--- src/rtl/touch_sample_sequencer.sv ---
`default_nettype none
// ============================================================================
//  Module      : touch_sample_sequencer
//  Description : Resistive touch-panel sampling sequencer. Debounces the
//                pen-down line, issues bursts of N_AVG conversion requests to
//                an external ADC engine, averages the returned X/Y samples,
//                and reports results with a sticky level interrupt. Bursts
//                repeat every PERIOD cycles while the pen stays down.
//  Ports       : clock        - sole clock, rising edge
//                reset        - synchronous active-high reset
//                enable       - run enable; low forces IDLE
//                pen_irq_n    - raw asynchronous pen-down, active low
//                conv_start   - one-cycle conversion request
//                conv_done    - one-cycle conversion complete (X/Y valid)
//                conv_x/y     - 12-bit conversion results
//                x_avg/y_avg  - last averaged result, held
//                data_valid   - one-cycle pulse when x_avg/y_avg update
//                pen_down     - debounced pen state
//                irq          - sticky level interrupt
//                irq_ack      - clears irq and timeout_err
//                timeout_err  - sticky conversion-timeout flag
//  Revision    : 1.0 - initial release
// ============================================================================
module touch_sample_sequencer #(
    parameter int N_AVG    = 4,
    parameter int PERIOD   = 50000,
    parameter int DEBOUNCE = 1000,
    parameter int TIMEOUT  = 4096
) (
    input  logic        clock,
    input  logic        reset,
    input  logic        enable,
    input  logic        pen_irq_n,
    output logic        conv_start,
    input  logic        conv_done,
    input  logic [11:0] conv_x,
    input  logic [11:0] conv_y,
    output logic [11:0] x_avg,
    output logic [11:0] y_avg,
    output logic        data_valid,
    output logic        pen_down,
    output logic        irq,
    input  logic        irq_ack,
    output logic        timeout_err
);

    localparam int SHIFT = $clog2(N_AVG);
    localparam int ACC_W = 12 + SHIFT;
    localparam int CNT_W = $clog2(N_AVG + 1);
    localparam int DEB_W = $clog2(DEBOUNCE + 1);
    localparam int PER_W = $clog2(PERIOD + 1);
    localparam int TO_W  = $clog2(TIMEOUT + 1);

    typedef enum logic [2:0] {
        S_IDLE     = 3'd0,
        S_DEBOUNCE = 3'd1,
        S_START    = 3'd2,
        S_WAIT     = 3'd3,
        S_ACCUM    = 3'd4,
        S_GAP      = 3'd5
    } state_t;

    state_t             state_q;
    logic               sync1_q;
    logic               sync2_q;
    logic [DEB_W-1:0]   deb_cnt_q;
    logic [PER_W-1:0]   per_cnt_q;
    logic [TO_W-1:0]    to_cnt_q;
    logic [CNT_W-1:0]   cnt_q;
    logic [ACC_W-1:0]   acc_x_q;
    logic [ACC_W-1:0]   acc_y_q;
    logic               conv_start_q;
    logic               data_valid_q;
    logic               pen_down_q;
    logic               irq_q;
    logic               timeout_err_q;
    logic [11:0]        x_avg_q;
    logic [11:0]        y_avg_q;

    logic               pen;

    assign pen = ~sync2_q;

    always_ff @(posedge clock) begin
        if (reset) begin
            state_q       <= S_IDLE;
            sync1_q       <= 1'b1;
            sync2_q       <= 1'b1;
            deb_cnt_q     <= '0;
            per_cnt_q     <= '0;
            to_cnt_q      <= '0;
            cnt_q         <= '0;
            acc_x_q       <= '0;
            acc_y_q       <= '0;
            conv_start_q  <= 1'b0;
            data_valid_q  <= 1'b0;
            pen_down_q    <= 1'b0;
            irq_q         <= 1'b0;
            timeout_err_q <= 1'b0;
            x_avg_q       <= '0;
            y_avg_q       <= '0;
        end else begin
            sync1_q      <= pen_irq_n;
            sync2_q      <= sync1_q;
            conv_start_q <= 1'b0;
            data_valid_q <= 1'b0;

            // Acknowledge first; any set later in this block overrides it,
            // so a set coincident with irq_ack is not lost.
            if (irq_ack) begin
                irq_q         <= 1'b0;
                timeout_err_q <= 1'b0;
            end

            // Free-running burst-period counter, restarted on each burst's
            // first conv_start and saturating at PERIOD-1.
            if (per_cnt_q != PER_W'(PERIOD - 1)) begin
                per_cnt_q <= per_cnt_q + PER_W'(1);
            end

            if (!enable) begin
                state_q    <= S_IDLE;
                pen_down_q <= 1'b0;
                cnt_q      <= '0;
                acc_x_q    <= '0;
                acc_y_q    <= '0;
            end else begin
                case (state_q)
                    S_IDLE: begin
                        if (pen) begin
                            state_q   <= S_DEBOUNCE;
                            deb_cnt_q <= '0;
                        end
                    end
                    S_DEBOUNCE: begin
                        if (!pen) begin
                            state_q <= S_IDLE;
                        end else if (deb_cnt_q == DEB_W'(DEBOUNCE - 1)) begin
                            state_q      <= S_START;
                            pen_down_q   <= 1'b1;
                            conv_start_q <= 1'b1;
                            per_cnt_q    <= '0;
                        end else begin
                            deb_cnt_q <= deb_cnt_q + DEB_W'(1);
                        end
                    end
                    S_START: begin
                        state_q  <= S_WAIT;
                        to_cnt_q <= '0;
                    end
                    S_WAIT: begin
                        if (conv_done) begin
                            acc_x_q <= acc_x_q + ACC_W'(conv_x);
                            acc_y_q <= acc_y_q + ACC_W'(conv_y);
                            cnt_q   <= cnt_q + CNT_W'(1);
                            state_q <= S_ACCUM;
                        end else if (to_cnt_q == TO_W'(TIMEOUT - 1)) begin
                            state_q       <= S_IDLE;
                            timeout_err_q <= 1'b1;
                            irq_q         <= 1'b1;
                            pen_down_q    <= 1'b0;
                            cnt_q         <= '0;
                            acc_x_q       <= '0;
                            acc_y_q       <= '0;
                        end else begin
                            to_cnt_q <= to_cnt_q + TO_W'(1);
                        end
                    end
                    S_ACCUM: begin
                        if (!pen) begin
                            state_q    <= S_IDLE;
                            pen_down_q <= 1'b0;
                            cnt_q      <= '0;
                            acc_x_q    <= '0;
                            acc_y_q    <= '0;
                        end else if (cnt_q != CNT_W'(N_AVG)) begin
                            state_q      <= S_START;
                            conv_start_q <= 1'b1;
                        end else begin
                            // Truncating divide by the power-of-two sample count.
                            x_avg_q      <= acc_x_q[SHIFT +: 12];
                            y_avg_q      <= acc_y_q[SHIFT +: 12];
                            data_valid_q <= 1'b1;
                            irq_q        <= 1'b1;
                            cnt_q        <= '0;
                            acc_x_q      <= '0;
                            acc_y_q      <= '0;
                            state_q      <= S_GAP;
                        end
                    end
                    S_GAP: begin
                        if (per_cnt_q == PER_W'(PERIOD - 1)) begin
                            if (pen) begin
                                state_q      <= S_START;
                                conv_start_q <= 1'b1;
                                per_cnt_q    <= '0;
                            end else begin
                                state_q    <= S_IDLE;
                                pen_down_q <= 1'b0;
                            end
                        end
                    end
                    default: begin
                        state_q <= S_IDLE;
                    end
                endcase
            end
        end
    end

    assign conv_start  = conv_start_q;
    assign data_valid  = data_valid_q;
    assign pen_down    = pen_down_q;
    assign irq         = irq_q;
    assign timeout_err = timeout_err_q;
    assign x_avg       = x_avg_q;
    assign y_avg       = y_avg_q;

endmodule
`default_nettype wire

--- config.mk ---
export PLATFORM = sky130hd
export DESIGN_NAME = touch_sample_sequencer
export DESIGN_NICKNAME = d
export VERILOG_FILES = /design/src/rtl/touch_sample_sequencer.sv
export SDC_FILE = /design/constraint.sdc
export NUM_CORES = 1
export LEC_CHECK = 0
export ABC_AREA = 1
export CORE_MARGIN = 2
export CORE_UTILIZATION = 45
export CTS_BUF_LIST = sky130_fd_sc_hd__clkbuf_4
export DETAILED_ROUTE_END_ITERATION = 8
export PLACE_DENSITY = 0.65
export SLEW_MARGIN = 0
export SYNTH_ARGS = -nofsm -noshare
export SYNTH_HDL_FRONTEND = slang
export SYNTH_SLANG_ARGS = --single-unit
--- constraint.sdc ---
create_clock -name clock -period 1.95 [get_ports clock]
set_clock_uncertainty 0.05 [all_clocks]
set_input_delay 0.2925 -clock clock [delete_from_list [all_inputs] [get_ports clock]]
set_output_delay 0.2925 -clock clock [all_outputs]
set_load 0.02 [all_outputs]
# After elaboration in Yosys (flattened, before gate mapping)

Cells that the tools add are included.

Flip-flop bits (word level): 104
Input bits: 30
Output and inout port bits: 29
Word-level logic and storage cells: 122

Add/subtract/negate cells: 6
Equality and inequality tests: 21
Mux-type cells: 62
Bitwise logic cells: 4
Reduce and logical (&&, ||, !) cells: 13

Operator list:

| operator                                                                 | number |
|---|---|
| 16-bit two-way mux                                                       | 6 |
| 14-bit two-way mux                                                       | 5 |
| 14-bit one-hot mux with 2 select lines                                   | 2 |
| 3-bit two-way mux                                                        | 11 |
| 16-bit one-hot mux with 2 select lines                                   | 1 |
| 10-bit two-way mux                                                       | 3 |
| 14-bit by 12-bit adder with 14-bit output                                | 2 |
| 13-bit two-way mux                                                       | 2 |
| 13-bit one-hot mux with 2 select lines                                   | 1 |
| 1-bit two-way mux                                                        | 24 |
| 10-bit one-hot mux with 2 select lines                                   | 1 |
| 3-bit one-hot mux with 6 select lines                                    | 1 |
| 16-bit by 1-bit adder with 16-bit output (second input constant)         | 1 |
| 16-bit equality test (second input constant)                             | 1 |
| 16-bit != test (second input constant)                                   | 1 |
| 2-bit != test (second input constant)                                    | 8 |
| 13-bit by 1-bit adder with 13-bit output (second input constant)         | 1 |
| 13-bit by 12-bit equality test with 1-bit output (second input constant) | 1 |
| 3-bit != test (second input constant)                                    | 4 |
| 4-bit AND reduction                                                      | 3 |
| 10-bit by 1-bit adder with 10-bit output (second input constant)         | 1 |
| 10-bit equality test (second input constant)                             | 1 |
| 3-bit by 2-bit equality test with 1-bit output (second input constant)   | 2 |
| 3-bit equality test (second input constant)                              | 2 |
| other kinds (16)                                                         | 21 |

# Logic depth before layout (Yosys ltp)

Gate-level depths: netlist of the first run.

Word-level depth: 6
Depth in mapped cells: 13
Depth with buffers taken out: 13

# Worst setup path after synthesis of the first run

Ideal clock, no wire load.

Path kind: register to register
Start: reg acc_x_q[0]
End: reg acc_x_q[6]
Setup time: 113 ps
Data arrival time: 1519 ps
Data required time: 1787 ps
Setup slack: 268 ps
Cell stages (with the launch flop): 14
Path buffers: 0
Period minus slack after synthesis: 1682 ps
Path through: dfxtp_1 ha_1 inv_1 fa_1 inv_1 nand3_1 nand3_1 nand2_1 nand2_1 nand2_1 nand3_1 nand2_1 nand2_1 nor2_1

Cells in the longest elaborated chain, start to end: 3

Ends and longest elaborated chain:

| item                                      | line | source |
|---|---|---|
| from (decl)                               | 70   | `logic [ACC_W-1:0] acc_x_q;` |
| from (signal assigned)                    | 153  | `acc_x_q <= acc_x_q + ACC_W'(conv_x);` |
| 14-bit by 12-bit adder with 14-bit output | 153  |  |
| 14-bit two-way mux                        | 152  | `if (conv_done) begin` |
| 14-bit one-hot mux with 2 select lines    | 128  | `case (state_q)` |

No other way between the ends.
A chain may end at the register's enable or synchronous reset.

# Worst setup path after layout of the first run

Start: reg y_avg_q[11] (netlist: y_avg[11])
End: out y_avg[11]

RTL lines:

| item                   | line | source |
|---|---|---|
| from (decl)            | 78   | `logic [11:0] y_avg_q;` |
| from (signal assigned) | 182  | `y_avg_q <= acc_y_q[SHIFT +: 12];` |
| to (decl)              | 39   | `output logic [11:0] y_avg,` |

No word-level cell between the ends.

==> results of run 1 <==
flip-flops by register name (all words and copies together), names as in the netlist, 3 cells and up:
name       count
acc_x_q       14
acc_y_q       14
cnt_q          3
deb_cnt_q     10
per_cnt_q     16
state_q        3
to_cnt_q      13
x_avg         12
y_avg         12
routing by layer:
metal | up-vias | track usage (%)
met5 | - | 0
met4 | 0 | 5.68
met3 | 11 | 4.29
met2 | 98 | 35.4
met1 | 2683 | 27.7
li1 | 3274 | -
placed cells by master, fill, tap and decap left out, types with 2 or more instances in the layout:
cell	synthesis	layout
sky130_fd_sc_hd__a21oi_1	54	54
sky130_fd_sc_hd__o21ai_1	6	6
sky130_fd_sc_hd__inv_2	9	9
sky130_fd_sc_hd__a31oi_1	2	2
sky130_fd_sc_hd__nand2_4	2	2
sky130_fd_sc_hd__dfxtp_2	0	3
sky130_fd_sc_hd__clkinv_1	1	2
sky130_fd_sc_hd__clkdlybuf4s50_1	0	58
sky130_fd_sc_hd__nor3_2	3	3
sky130_fd_sc_hd__nand2_1	252	252
sky130_fd_sc_hd__bufinv_16	0	4
sky130_fd_sc_hd__ha_1	29	29
sky130_fd_sc_hd__nand2_2	14	14
sky130_fd_sc_hd__buf_12	1	6
sky130_fd_sc_hd__nor2_4	2	2
sky130_fd_sc_hd__or2_2	8	8
sky130_fd_sc_hd__nor3_1	7	7
sky130_fd_sc_hd__nor2_1	140	140
sky130_fd_sc_hd__inv_1	115	115
sky130_fd_sc_hd__nor2_2	15	15
sky130_fd_sc_hd__nand3b_1	7	7
sky130_fd_sc_hd__nand3_2	6	8
sky130_fd_sc_hd__clkbuf_4	0	10
sky130_fd_sc_hd__xor2_1	20	20
sky130_fd_sc_hd__nand4_1	18	18
sky130_fd_sc_hd__nand3_1	65	63
sky130_fd_sc_hd__o21ai_0	33	33
sky130_fd_sc_hd__a21oi_2	9	9
sky130_fd_sc_hd__dfxtp_1	104	101
sky130_fd_sc_hd__buf_4	4	61
sky130_fd_sc_hd__xnor2_1	8	8
sky130_fd_sc_hd__o21a_1	2	2
metrics by stage:
stage	worst slack, ps	TNS (ps)	util [%]
floorplan	268	0	-
global placement	-267	-3040	54.8
detailed placement	-302	-3790	54.8
CTS	62.6	0	56.2
global route	-11.1	-11.1	56.4
finish	78.1	0	56.4
area by class of cell:
class                   count  share of cell area [%]
multi-input cells         712                    47.0
flip-flops and latches    104                    26.6
repair buffers            125                    14.8
inverters                 126                    6.07
well taps                 180                    2.88
clock inverters             6                    1.68
clock buffers              10                   0.959
report_power, final:
part	internal, mW	switching, mW	total, mW
Sequential	2.14	0.00890	2.14
Clock	0.788	0.721	1.51
Combinational	0.162	0.164	0.326
final timing paths:
path | slack [ps] | end | from
max | 80 | y_avg[11] | y_avg[11]
max reg2reg | 150 | acc_y_q[4] | acc_y_q[0]
min | 370 | sync1_q | pen_irq_n
min reg2reg | 380 | sync2_q | sync1_q
timing repair:
item                                    CTS  global route
buffers inserted                          0             1
gates resized for setup                   0             6
endpoints found under the setup margin    0             8
cell families after synthesis:
logic type / synth area share [%]
simple gates: 37.4
buf+inv: 10.3
mux: 0.156
flops: 32.5
xor+xnor: 3.83
compound gates: 9.61
fa+ha+maj: 6.29
==> results.txt, run 1 <==
The total chip power is a little under 4 mW. The post-detailed-route count of antenna-violating nets is 0. Summed over all nets, wire length on met2 after detailed routing comes to roughly 7000 um. The non-filler instance count after layout is between 1000 and 1500. The final net count came out at ~1100. The total routing usage reported by global routing is 21.1%. The number of cells on the worst reg-to-reg path is 11. The global-route wire length before repair came out at about 26000 um. After synthesis, the cell types taking the most area are sky130_fd_sc_hd__dfxtp_1, sky130_fd_sc_hd__nand2_1, sky130_fd_sc_hd__nor2_1.

After detailed routing, the met3 layer carries ~600 um of wire. The number of hold buffers added after CTS was 0. The vertical die dimension is 123 um.

The share of the clock period used by the worst path is 96.0%. The clock-pin transition on the worst setup and hold timing paths came out at 150 ps. On the critical path the largest part of the delay comes from buffers and inverters. The layout has roughly 1400 filler cells.

After synthesis, the most frequently instantiated cells are sky130_fd_sc_hd__nand2_1, sky130_fd_sc_hd__nor2_1, sky130_fd_sc_hd__inv_1, sky130_fd_sc_hd__dfxtp_1, sky130_fd_sc_hd__nand3_1. The number of antenna diodes in the final layout is 0. The delay contributed by the slowest stage of the critical path came out at ~640 ps. The number of detailed-route iterations in the first pass came out at 4. The count of max-cap constraint violations came out at 0.

The slowest stage of the critical path belongs to the cell sky130_fd_sc_hd__clkdlybuf4s50_1. STA classifies the critical path startpoint as a flip-flop. The site row count is between 40 and 50. The placer congestion estimate came out at approximately 0.86.

The starting utilization of the core area came out at ~46%. The synthesized instance count is between 900 and 1000. Cells with a size suffix above 1 make up between 10 and 15% of the layout. The aggregate global routing overflow is 0. The first routing iteration left slightly below 300 violations.

The total of endpoints with negative setup slack in the final report came out at 0. The H-tree level count came out at 3. The multi-input combinational cells in the finished layout cover a total of between 0.003 and 0.004 mm2. The worst setup path is of the flip-flop to output pin kind. The summed area of non-filler cells in the final layout came out at slightly below 0.008 mm2. The final hold violation count came out at 0. Headroom to the max-slew limit came out at between 70% and 80%.

The synthesized design devotes to its leading area cell type 32.5% of total area. Sequential cells were found to cover around a third of the synthesized design area. The worst hold slack across all endpoints is 366 ps. The routed wirelength normalized by instance count came out at roughly 12 um. The count of buffers from port buffering is 58. After layout, the minimum clock period comes to between 1500 and 2000 ps. In this run the static leakage power is 3.37 nW. The flip-flop and latch count after synthesis came out at 104. Measured along the x axis, the die boundary spans 123 um. The number of stages on the worst hold path is 2.

The maximum net fanout on the critical path came out at 2. TritonCTS built the clock tree. For the pin with the worst max-slew slack, the measured transition is between 300 and 400 ps.

The number of buffers added by the clock tree synthesis step came out at 9. The critical path required time is approximately 1600 ps. The core area is between 0.01 and 0.015 mm2. The number of different library cells in the post-synthesis netlist came out at 43. The synthesized area per cell is roughly 6.6 um2.

The worst setup path is captured at an output pin. The sum of buffers and inverters on the critical path is 1. The power per unit of standard cell area is between 500 and 600 mW/mm2. The instance count after placement with tap cells included came out at around 1200. The number of antenna violations at the first check in global routing came to 0. The tree built by TritonCTS fans out to 104 sinks. The synthesized cell area came out at between 0.006 and 0.007 mm2. The number of nets produced by synthesis came out at around 1000.

The number of warning messages in the yosys log came out at 0. In this run the number of cells on the critical path is 1. The signal on the critical path passes through clkdlybuf4s50_1. The latest clock arrival within the worst-skew pair came out at 470 ps.

The maximum clock path buffer count came out at 2. The run finished with clean final reports. The total routed wire length on the met1 layer is approximately 7400 um. The half-perimeter wire length after placement came out at approximately 11000 um.

The area of placed instances is between 0.007 and 0.008 mm2. The arrival time of the worst setup path is ~1500 ps. In the synthesized netlist the dominant register cell turns out to be sky130_fd_sc_hd__dfxtp_1.

The maximum resistive drop on vdd came out at about 350 uV. The most frequently used cell type in the post-synthesis netlist is sky130_fd_sc_hd__nand2_1. The synthesized design spends more area on one cell type than any other, namely sky130_fd_sc_hd__dfxtp_1.

The floorplan die area is between 0.015 and 0.02 mm2. The via count of the first global-routing pass came to 5703. The sequential cell area in the final layout came out at between 0.002 and 0.0025 mm2. The root buffer cell chosen for the clock tree is sky130_fd_sc_hd__clkbuf_4.

The pin count of the biggest net entering global routing is 27. The total number of vias is 6066. The highest routed metal layer is met4. The detailed-route DRC error count came out at 0. Static timing analysis puts the maximum clock frequency at approximately 0.53 GHz. The total count of max-transition violations in the final report came to 0. The I/O pin count came out at 59. The count of flip-flops with a built-in enable after synthesis is 0.

The area growth from synthesis to layout is 22.2%. The routed wire length came out at ~15000 um. The post-detailed-route via-to-cell ratio is 4.80. The min-delay analysis places its worst path in the category input pin to flip-flop. The fraction of registers with async set/reset is 0%.
Power figures use the tool's default switching activity.
==> run 2: changes to the inputs <==
- clock period: 1.95 -> 1.8 ns (I/O delays scaled with it)
==> run 2 against run 1 <==
Utilization grew 1.7 points. Count of clock-buffer cells in the layout shrank 1. Design area increased by 2.9%. Sequential share of layout area shrank 0.68 points. Register-to-register slack got worse by 96 ps. Critical path depth increased by 7. Setup slack lost 24 ps. First-iteration DRC count up 22%. Largest cell class unchanged. Highest routed layer unchanged.
==> results.txt, run 2 (synthesized netlist as in run 1, its figures left out) <==
The min-delay analysis places its worst path in the category input pin to flip-flop. In the final layout, the registers with the most flip-flops are per_cnt_q (16), acc_x_q (14), acc_y_q (14). At the later pin of the worst-skew pair, clock insertion delay measures between 400 and 500 ps.

The vertical die dimension came out at between 100 and 150 um. In this run, CTS created clock tree buffers numbering 9. The endpoint identified for the worst register-to-register timing path is acc_y_q[5].

The worst register-to-register path has a depth of 8. The total count of max-transition violations in the final report came out at 0. The part of the power in the clock network is between 30% and 40%. The power per unit of standard cell area is 506 mW/mm2. The total number of vias is roughly 6100.

The floorplan has 43 rows. The aggregate global routing overflow is 0. The core area is ~0.014 mm2.

The maximum resistive drop on vdd is 472 uV. Setup violations remaining at the end of the flow were counted as 0. Leaving out fill and tap cells, the most frequent cell in the layout is sky130_fd_sc_hd__nand2_1. The run finished with clean final reports. The post-detailed-route via-to-cell ratio is 4.78. The register with the most flip-flops in the final layout is per_cnt_q. TritonCTS built the clock tree.

The switching share of power is 24.7%. Compared with the post-synthesis result, the final layout area differs by 25.8%. Summed over all cells, the static leakage comes to ~3.6 nW.

The share of the clock period used by the worst path came out at between 90% and 100%. The post-detailed-route count of antenna-violating nets is 0. The startpoint identified for the worst register-to-register timing path is acc_y_q[2]. Of all nets on the critical path, the largest fanout is 4. The H-tree level count came out at 3. In this run the clock root is driven by a sky130_fd_sc_hd__clkbuf_4.

The count of max-cap constraint violations came out at 0. The die covers 0.0152 mm2. The via count of the first global-routing pass came out at between 5000 and 6000.

The worst setup path is launched from a flip-flop. For this run, the detailed router's first-pass iteration total came to 5. The actual slew at the worst max-slew pin came out at around 530 ps. After the first detailed-routing iteration, the DRC count stood at 360. The internal power consumption came out at around 3 mW. The share of total power in combinational logic came out at 9.4%. The half-perimeter wire length after placement is 11300 um. The register with the most flip-flops in the layout has 16 of them. The setup TNS is 0 ps. The number of antenna violations at the first check in global routing is 1. Sequential cells burn around 57% of the power.

The achievable frequency is ~0.57 GHz. The placement-stage worst setup slack came out at -422 ps. The first global-routing pass estimated 25200 um of wire. The total routing usage reported by global routing came out at 20.6%.

The worst setup margin is 53.6 ps. The critical path required time came out at roughly 2100 ps. The I/O pin count is 59. The number of stages on the worst hold path is 2. The setup path with the least slack is of type flip-flop to flip-flop. The die extent in x came out at about 120 um. The detailed-route DRC error count came out at 0. The pin count of the biggest net entering global routing came out at 27. The fraction of layout instances using a drive strength above 1 is 18.4%.

The headroom to the max-slew limit came out at about 64%. Counting along the longest clock path gives a buffer depth of 2. The number of buffers added to fix hold violations after cts came out at 0. The origin of the worst min-delay path is pen_irq_n. The slack of the worst reg-to-reg path came out at around 54 ps. The routed wirelength normalized by instance count came out at 11.8 um. At the end of routability-driven placement, the weighted congestion stood at about 0.90. Data on the critical path arrives at its endpoint at 2080 ps. In the layout the commonest cells are sky130_fd_sc_hd__nand2_1, sky130_fd_sc_hd__nor2_1, sky130_fd_sc_hd__inv_1. STA classifies the critical path endpoint as a flip-flop. Counting I/O delays and the setup requirement, the final critical path takes about 1700 ps. The clock-pin transition on the worst setup and hold timing paths came out at around 160 ps. The final hold violation count came out at 0. The routed wire length came out at 15100 um. The count of buffers from port buffering is between 50 and 60.

The starting utilization of the core area came out at between 40 and 50%. The count of clock tree sinks came out at about 100. Summed over all nets, the switching power comes to between 1 and 1.5 mW. The path with the worst hold slack has its endpoint at sync1_q.

The final layout contains 1152 nets.
run 2: layout make-up:
class | instances | area (um2)
fill | 1346 | 5820
inverter | 126 | 475
antenna | 1 | 2.50
sequential | 104 | 2090
tap | 180 | 225
timing repair buffer | 138 | 1260
multi-input combinational | 712 | 3850
clock buffer | 9 | 67.6
clock inverter | 6 | 92.6
run 2: power groups by stage:
stage	Combinational (mW)	Clock, mW	Sequential (mW)
after floorplan	0.179	0	2.37
after CTS	0.364	1.42	2.32
after global routing	0.428	1.50	2.33
after global placement	0.360	0	2.37
final	0.385	1.37	2.33
after detailed placement	0.362	0	2.37
run 2: worst max-delay path by stage:
stage                        endpoint  depth (start not counted)  slack (ps)        from
after detailed placement  acc_y_q[12]                         12        -420   conv_y[0]
after global placement     acc_x_q[6]                         14        -410   conv_x[0]
after CTS                    y_avg[8]                          1           5    y_avg[8]
final                      acc_y_q[5]                          8          50  acc_y_q[2]
after global routing       acc_y_q[5]                          8         -70  acc_y_q[2]
after floorplan            acc_x_q[6]                         13         120  acc_x_q[0]
run 2: metrics by stage:
| stage | cell area [um2] | hold slack, ps | utilization [%] | power, mW | std cells |
|---|---|---|---|---|---|
| detailed placement | 7680 | 355 | 55.3 | 2.73 | 1256 |
| global placement | 7680 | 350 | 55.3 | 2.73 | 1256 |
| finish | 8060 | 358 | 58.1 | 4.08 | 1276 |
| floorplan | 6410 | 324 | - | 2.55 | 966 |
| global route | 8060 | 316 | 58.1 | 4.26 | 1276 |
| CTS | 7820 | 337 | 56.3 | 4.11 | 1271 |
run 2: per-layer routing:
layer	up-vias	part of all wire, %	global-route usage, %
met5	-	0	0
met4	0	0.86	4.62
met3	8	3.9	4.24
met2	87	45	33.2
met1	2706	50	28.4
li1	3302	-	-
run 2: repair_timing:
item,4_1_cts,5_1_grt
pin swaps,0,8
gates resized for setup,25,53
cloned,0,1
endpoints found under the setup margin,28,73
setup buffers,0,3
run 2: worst max-delay path, cell delays in order, from the launching register on:
cell and delay, ps:
sky130_fd_sc_hd__dfxtp_1 370, sky130_fd_sc_hd__ha_1 350, sky130_fd_sc_hd__nor2_1 170, sky130_fd_sc_hd__inv_1 60
sky130_fd_sc_hd__nand3_1 100, sky130_fd_sc_hd__nand2_1 130, sky130_fd_sc_hd__or2_2 290, sky130_fd_sc_hd__nand3_1 80
sky130_fd_sc_hd__a21oi_1 60
